<file path="config.mk">
export PLATFORM = sky130hd
export DESIGN_NAME = uart_rx_frame_flat
export DESIGN_NICKNAME = d
export VERILOG_FILES = /design/src/rtl/uart_rx_frame_if.sv /design/src/rtl/uart_rx_frame.sv /design/src/flat_wrapper.sv
export SDC_FILE = /design/constraint.sdc
export NUM_CORES = 1
export LEC_CHECK = 0
export CORE_MARGIN = 5
export CORE_UTILIZATION = 35
export DETAILED_ROUTE_END_ITERATION = 10
export PLACE_DENSITY = 0.59
export SYNTH_ARGS = -nofsm -noshare
export SYNTH_HDL_FRONTEND = slang
export SYNTH_SLANG_ARGS = --single-unit
</file>
<file path="constraint.sdc">
create_clock -name clk -period 4.5 [get_ports clk]
set_input_delay 0.9 -clock clk [delete_from_list [all_inputs] [get_ports clk]]
set_output_delay 0.9 -clock clk [all_outputs]
set_load 0.01 [all_outputs]
</file>
<file path="src/rtl/uart_rx_frame_if.sv">
`default_nettype none
// ============================================================================
//  Module      : uart_rx_frame_if
//  Description : Serial pin, byte handshake and status flags of the UART
//                receive framer.
//  Revision    : 1.0 - initial release
// ============================================================================
interface uart_rx_frame_if;
    logic       serial_in;
    logic       char_read;
    logic [7:0] data_in;
    logic       char_received;
    logic       frame_err;
    logic       overrun;
    logic       busy;

    // master drives the line and the acknowledge; slave is the framer
    modport master (
        output serial_in,
        output char_read,
        input  data_in,
        input  char_received,
        input  frame_err,
        input  overrun,
        input  busy
    );

    modport slave (
        input  serial_in,
        input  char_read,
        output data_in,
        output char_received,
        output frame_err,
        output overrun,
        output busy
    );
endinterface
`default_nettype wire

</file>
<file path="src/rtl/uart_rx_frame.sv">
`default_nettype none
// ============================================================================
//  Module      : uart_rx_frame
//  Description : 8N1 UART receive framer with 16x oversampling, byte hold
//                register, char_received/char_read handshake, sticky
//                framing and overrun flags.
//  Options     : RX_MAJORITY_EN - 2-of-3 majority vote around each mid-bit.
//  Revision    : 1.0 - initial release
// ============================================================================
module uart_rx_frame #(
    parameter int TICK_DIV   = 326,
    parameter int OVERSAMPLE = 16
) (
    input  wire logic         clk,
    input  wire logic         reset,
    uart_rx_frame_if.slave    bus
);

    localparam int               c_DIV_W   = $clog2(TICK_DIV);
    localparam logic [c_DIV_W-1:0] c_DIV_MAX = c_DIV_W'(TICK_DIV - 1);
    localparam logic [3:0]       c_MID     = 4'(OVERSAMPLE / 2 - 1);
    localparam logic [3:0]       c_LAST    = 4'(OVERSAMPLE - 1);

    typedef enum logic [2:0] {
        S_IDLE  = 3'd0,
        S_START = 3'd1,
        S_DATA  = 3'd2,
        S_STOP  = 3'd3,
        S_BREAK = 3'd4
    } state_t;

    state_t               r_state;
    logic [1:0]           r_sync;
    logic                 r_rx_prev;
    logic                 r_char_read_d;
    logic [c_DIV_W-1:0]   r_div;
    logic [3:0]           r_tcnt;
    logic [2:0]           r_bitcnt;
    logic [7:0]           r_shift;
    logic [7:0]           r_data;
    logic                 r_char_received;
    logic                 r_frame_err;
    logic                 r_overrun;
    logic                 r_busy;

    logic                 w_rx_s;
    logic                 w_tick;
    logic                 w_ack;
    logic [3:0]           w_pt;
    logic                 w_decide;
    logic                 w_bit;

    assign w_rx_s = r_sync[1];
    assign w_tick = (r_div == c_DIV_MAX);
    assign w_ack  = bus.char_read & ~r_char_read_d;

    // Mid-bit tick count: half a bit into START, a full bit in DATA/STOP
    assign w_pt = (r_state == S_START) ? c_MID : c_LAST;

`ifdef RX_MAJORITY_EN
    localparam logic [3:0] c_TCNT_RESTART = 4'd1;

    logic       r_maj_a;
    logic       r_maj_b;
    logic [3:0] w_pt_prev;
    logic [3:0] w_pt_next;
    logic       w_cap_a;
    logic       w_cap_b;

    assign w_pt_prev = w_pt - 4'd1;
    assign w_pt_next = w_pt + 4'd1;
    assign w_cap_a   = w_tick && (r_tcnt == w_pt_prev);
    assign w_cap_b   = w_tick && (r_tcnt == w_pt);
    // Decision lands one tick after mid-bit, using the live sample as third vote
    assign w_decide  = w_tick && (r_tcnt == w_pt_next);
    assign w_bit     = (r_maj_a & r_maj_b) | (r_maj_a & w_rx_s) | (r_maj_b & w_rx_s);
`else
    localparam logic [3:0] c_TCNT_RESTART = 4'd0;

    assign w_decide  = w_tick && (r_tcnt == w_pt);
    assign w_bit     = w_rx_s;
`endif

    always_ff @(posedge clk) begin
        if (reset) begin
            r_state         <= S_IDLE;
            r_sync          <= 2'b11;
            r_rx_prev       <= 1'b1;
            r_char_read_d   <= 1'b0;
            r_div           <= '0;
            r_tcnt          <= 4'd0;
            r_bitcnt        <= 3'd0;
            r_shift         <= 8'h00;
            r_data          <= 8'h00;
            r_char_received <= 1'b0;
            r_frame_err     <= 1'b0;
            r_overrun       <= 1'b0;
            r_busy          <= 1'b0;
`ifdef RX_MAJORITY_EN
            r_maj_a         <= 1'b1;
            r_maj_b         <= 1'b1;
`endif
        end else begin
            r_sync        <= {r_sync[0], bus.serial_in};
            r_rx_prev     <= w_rx_s;
            r_char_read_d <= bus.char_read;

            r_div <= w_tick ? '0 : r_div + 1'b1;
            if (w_tick) begin
                r_tcnt <= r_tcnt + 4'd1;
            end

`ifdef RX_MAJORITY_EN
            if (w_cap_a) begin
                r_maj_a <= w_rx_s;
            end
            if (w_cap_b) begin
                r_maj_b <= w_rx_s;
            end
`endif

            // Acknowledge first; a commit or framing error later in this block wins
            if (w_ack) begin
                r_char_received <= 1'b0;
                r_frame_err     <= 1'b0;
                r_overrun       <= 1'b0;
            end

            case (r_state)
                S_IDLE: begin
                    if (r_rx_prev && !w_rx_s) begin
                        r_state <= S_START;
                        r_busy  <= 1'b1;
                        r_div   <= '0;
                        r_tcnt  <= 4'd0;
                    end
                end

                S_START: begin
                    if (w_decide) begin
                        if (w_bit) begin
                            r_state <= S_IDLE;
                            r_busy  <= 1'b0;
                        end else begin
                            r_state  <= S_DATA;
                            r_bitcnt <= 3'd0;
                            r_tcnt   <= c_TCNT_RESTART;
                        end
                    end
                end

                S_DATA: begin
                    if (w_decide) begin
                        r_shift[r_bitcnt] <= w_bit;
                        r_bitcnt          <= r_bitcnt + 3'd1;
                        if (r_bitcnt == 3'd7) begin
                            r_state <= S_STOP;
                        end
                    end
                end

                S_STOP: begin
                    if (w_decide) begin
                        if (w_bit) begin
                            if (!r_char_received || w_ack) begin
                                r_data          <= r_shift;
                                r_char_received <= 1'b1;
                            end else begin
                                r_overrun <= 1'b1;
                            end
                            r_state <= S_IDLE;
                            r_busy  <= 1'b0;
                        end else begin
                            r_frame_err <= 1'b1;
                            r_state     <= S_BREAK;
                        end
                    end
                end

                // Held-low line: wait for idle so a break reports one error only
                S_BREAK: begin
                    if (w_rx_s) begin
                        r_state <= S_IDLE;
                        r_busy  <= 1'b0;
                    end
                end

                default: begin
                    r_state <= S_IDLE;
                    r_busy  <= 1'b0;
                end
            endcase
        end
    end

    assign bus.data_in       = r_data;
    assign bus.char_received = r_char_received;
    assign bus.frame_err     = r_frame_err;
    assign bus.overrun       = r_overrun;
    assign bus.busy          = r_busy;

endmodule
`default_nettype wire

</file>
<file path="src/flat_wrapper.sv">
// flat-port wrapper written by rule: the top's interface ports become plain ports
module uart_rx_frame_flat 
#(
    parameter int TICK_DIV   = 326,
    parameter int OVERSAMPLE = 16
)
  (clk, reset, bus_serial_in, bus_char_read, bus_data_in, bus_char_received, bus_frame_err, bus_overrun, bus_busy);
  uart_rx_frame_if bus_i ();
  input  wire logic clk;
  input  wire logic reset;
  input wire logic [$bits(bus_i.serial_in)-1:0] bus_serial_in;
  input wire logic [$bits(bus_i.char_read)-1:0] bus_char_read;
  output wire logic [$bits(bus_i.data_in)-1:0] bus_data_in;
  output wire logic [$bits(bus_i.char_received)-1:0] bus_char_received;
  output wire logic [$bits(bus_i.frame_err)-1:0] bus_frame_err;
  output wire logic [$bits(bus_i.overrun)-1:0] bus_overrun;
  output wire logic [$bits(bus_i.busy)-1:0] bus_busy;
  assign bus_i.serial_in = bus_serial_in;
  assign bus_i.char_read = bus_char_read;
  assign bus_data_in = bus_i.data_in;
  assign bus_char_received = bus_i.char_received;
  assign bus_frame_err = bus_i.frame_err;
  assign bus_overrun = bus_i.overrun;
  assign bus_busy = bus_i.busy;
  uart_rx_frame #(.TICK_DIV(TICK_DIV), .OVERSAMPLE(OVERSAMPLE)) u_core (.clk(clk), .reset(reset), .bus(bus_i));
endmodule
</file>
==> run metrics <==
final setup TNS 0 ps; WHS 410 ps; status complete, no violations; total leakage power 0.766 nW; routability cong. 0.777; cell with the largest stage delay on the worst path clkdlybuf4s50_1; worst endpoint required time 4730 ps; slew at the pin closest to its max-slew limit 793 ps; die area 7510 um^2; sw frac 0.244; period utilisation layout 0.510; design area 2370 um^2; Int Pwr 0.589 mW; Avg WL per Cell 12.9 um; commonest cells after routing, fill and taps aside dfxtp_1 (43), nand2b_1 (22), nor2_1 (17), clkdlybuf4s50_1 (15), a21oi_1 (14); TritonCTS buffer count 5; DRT Pass-1 Iters 4; PwrDens 329 nW/um^2; Seq/Total Area, Yosys 0.419; Cell Chain, Critical Path clkdlybuf4s50_1 -> a31oi_1 -> nand2_1 -> nor2_1; fraction of layout cells with a size suffix above 1 0.0708; Layout Nets 248; worst endpoint data arrival time 2530 ps; Distinct cells, synth 43; first-pass GRT wire length 6.94 mm; delay-heaviest family, CP buffers and inverters; Post-CTS Setup Bufs 0; Post-DP Area 2260 um^2; Synth Register Bits 43; area leader, netlist dfxtp_1; Reg2Reg Depth 5; final max-slew violation count 0; starting density of the core 0.353; Synth warnings 0; Max-slew headroom 0.467; Max Fclk 436 MHz; Ports 16; # diodes 0; Skew-Pair Late Insertion Delay 300 ps; initial antenna violation count 0; P_sw 0.190 mW; commonest non-fill, non-tap cell in the layout dfxtp_1; Rows 28; r2r setup slk 2360 ps; final WL 4.07 mm; Seq pwr share 0.528; Setup Viol. Count Final 0; antenna-violating nets left 0; Mapped Nets 238; DR vias/cell 5.13; CP bufs+invs 1; Starting DRT DRC Count 114; die span in y 86.6 um; Die Wd 86.6 um; CTS tree yes; Final Hold Fails 0; combinational share of power 0.085; Cells after Synth 229; CTS-repair resized insts 0; min cycle time layout 2290 ps; Worst setup SP type primary input; gr ovfl total 0; H-tree depth 2; P&R area growth vs syn 15.2%; # hold bufs at CTS 0; Peak VDD IR 0.000210 V; Via Count 1617; vias in the first global route 1532; slowest stage delay, CP 710 ps; Clock Sinks 43; port bufs 15; maximum clock path buffer count 2; Yosys top cell area share 0.419; Setup CP Type in2reg; max_cap viols 0; GRT Resource Usage Total 0.115; mean post-synth cell area 8.98 um^2; CTS clk-pin slew, worst paths 80 ps; drc violations 0; hold depth 1; clock power share 0.387; RSZ-0062 raised after global routing no; Crit path depth 4; Worst setup EP type flop; worst-case clock skew 7.84 ps; Mapped Area 2060 um^2; worst-path fanout max 19; CORE AREA 5820 um^2; cells taking the most area after synthesis dfxtp_1 (42%), nand2b_1 (6.7%), mux2i_1 (3.9%); largest net degree at the start of global routing 28; Root Buffer Master clkbuf_8; Post-DP HPWL 2.85 mm; Hold Crit Class reg2reg
==> path summary, 6_finish.rpt <==
check / from / end
worst max register to register: u_core.r_div[0] / u_core.bus.data_in[6]
worst min register to register: u_core.r_sync[0] / u_core.r_sync[1]
worst min-delay path: u_core.r_sync[0] / u_core.r_sync[1]
worst max-delay path: reset / u_core.r_div[7]
==> cell families (layout without fill, tap and decap cells) <==
family | Yosys count | after routing | share of synthesized area
AO/OA/AOI/OAI | 35 | 35 | 0.105
AND/OR/NAND/NOR | 108 | 108 | 0.317
buffers and inverters | 17 | 28 | 0.0323
XOR/XNOR | 11 | 11 | 0.0469
adder cells (fa/ha/maj) | 5 | 5 | 0.0304
flip-flops | 43 | 43 | 0.419
multiplexers | 10 | 10 | 0.0499
==> layout make-up <==
cell class	count	area, um^2
Clock buffer	5	68.8
Clock inverter	3	43.8
Fill cell	601	3450
Inverter	4	15.0
Multi-Input combinational cell	169	1130
Sequential cell	43	861
Tap cell	75	93.8
Timing Repair Buffer	16	158
==> metal layers <==
layer,vias up,track usage,wire length [um]
met2,30,0.174,1780
met5,-,0,0
met4,0,0.0538,80
li1,835,-,-
met1,744,0.153,2020
met3,8,0.0295,190
==> per-stage QoR <==
stage,setup slack [ps],utilization,std cells,power (mW)
2_1_floorplan,2700,-,229,0.469
3_3_place_gp,1960,0.388,307,0.486
3_5_place_dp,1950,0.388,307,0.486
4_1_cts,2250,0.407,315,0.791
5_1_grt,2100,0.407,315,0.817
6_report,2210,0.407,315,0.779
==> cells in the mapped netlist <==
cell type	count
mux2i_1	8
nand4_1	8
and4_1	3
nand2b_1	22
nor3_2	1
or4b_1	1
nor4_1	1
clkbuf_1	10
nand4b_1	2
nor3b_1	1
and2_1	1
o31ai_1	3
and4b_1	2
dfxtp_1	43
o32ai_1	5
nor2b_1	4
buf_1	1
xnor2_1	4
nand2_1	13
and3_1	2
and4bb_2	1
nand3_1	11
or3b_1	1
a21o_1	1
a21oi_1	14
inv_1	4
ha_1	5
nor3_1	3
buf_2	2
xor2_1	7
or2_2	3
nor2_1	17
o311ai_1	1
or3_1	3
and4bb_1	1
o21bai_1	1
o21ai_0	7
a211oi_1	1
nand4bb_1	3
mux2_2	2
a31oi_1	2
nor3b_2	1
nand3b_1	3
==> sequential cells by signal, indices dropped and copies added (netlist names) <==
| name | count |
|---|---|
| u_core.bus.busy | 1 |
| u_core.bus.char_received | 1 |
| u_core.bus.data_in | 8 |
| u_core.bus.frame_err | 1 |
| u_core.bus.overrun | 1 |
| u_core.r_bitcnt | 3 |
| u_core.r_char_read_d | 1 |
| u_core.r_div | 9 |
| u_core.r_rx_prev | 1 |
| u_core.r_shift | 8 |
| u_core.r_state | 3 |
| u_core.r_sync | 2 |
| u_core.r_tcnt | 4 |
==> power groups by stage <==
stage	clock network (mW)	registers (mW)	logic [mW]
finish	0.301	0.411	0.0665
global route	0.327	0.415	0.0743
CTS	0.313	0.411	0.0671
detailed placement	0	0.420	0.0664
global placement	0	0.420	0.0660
floorplan	0	0.406	0.0628
No activity file was read; power rests on OpenSTA's default activity.
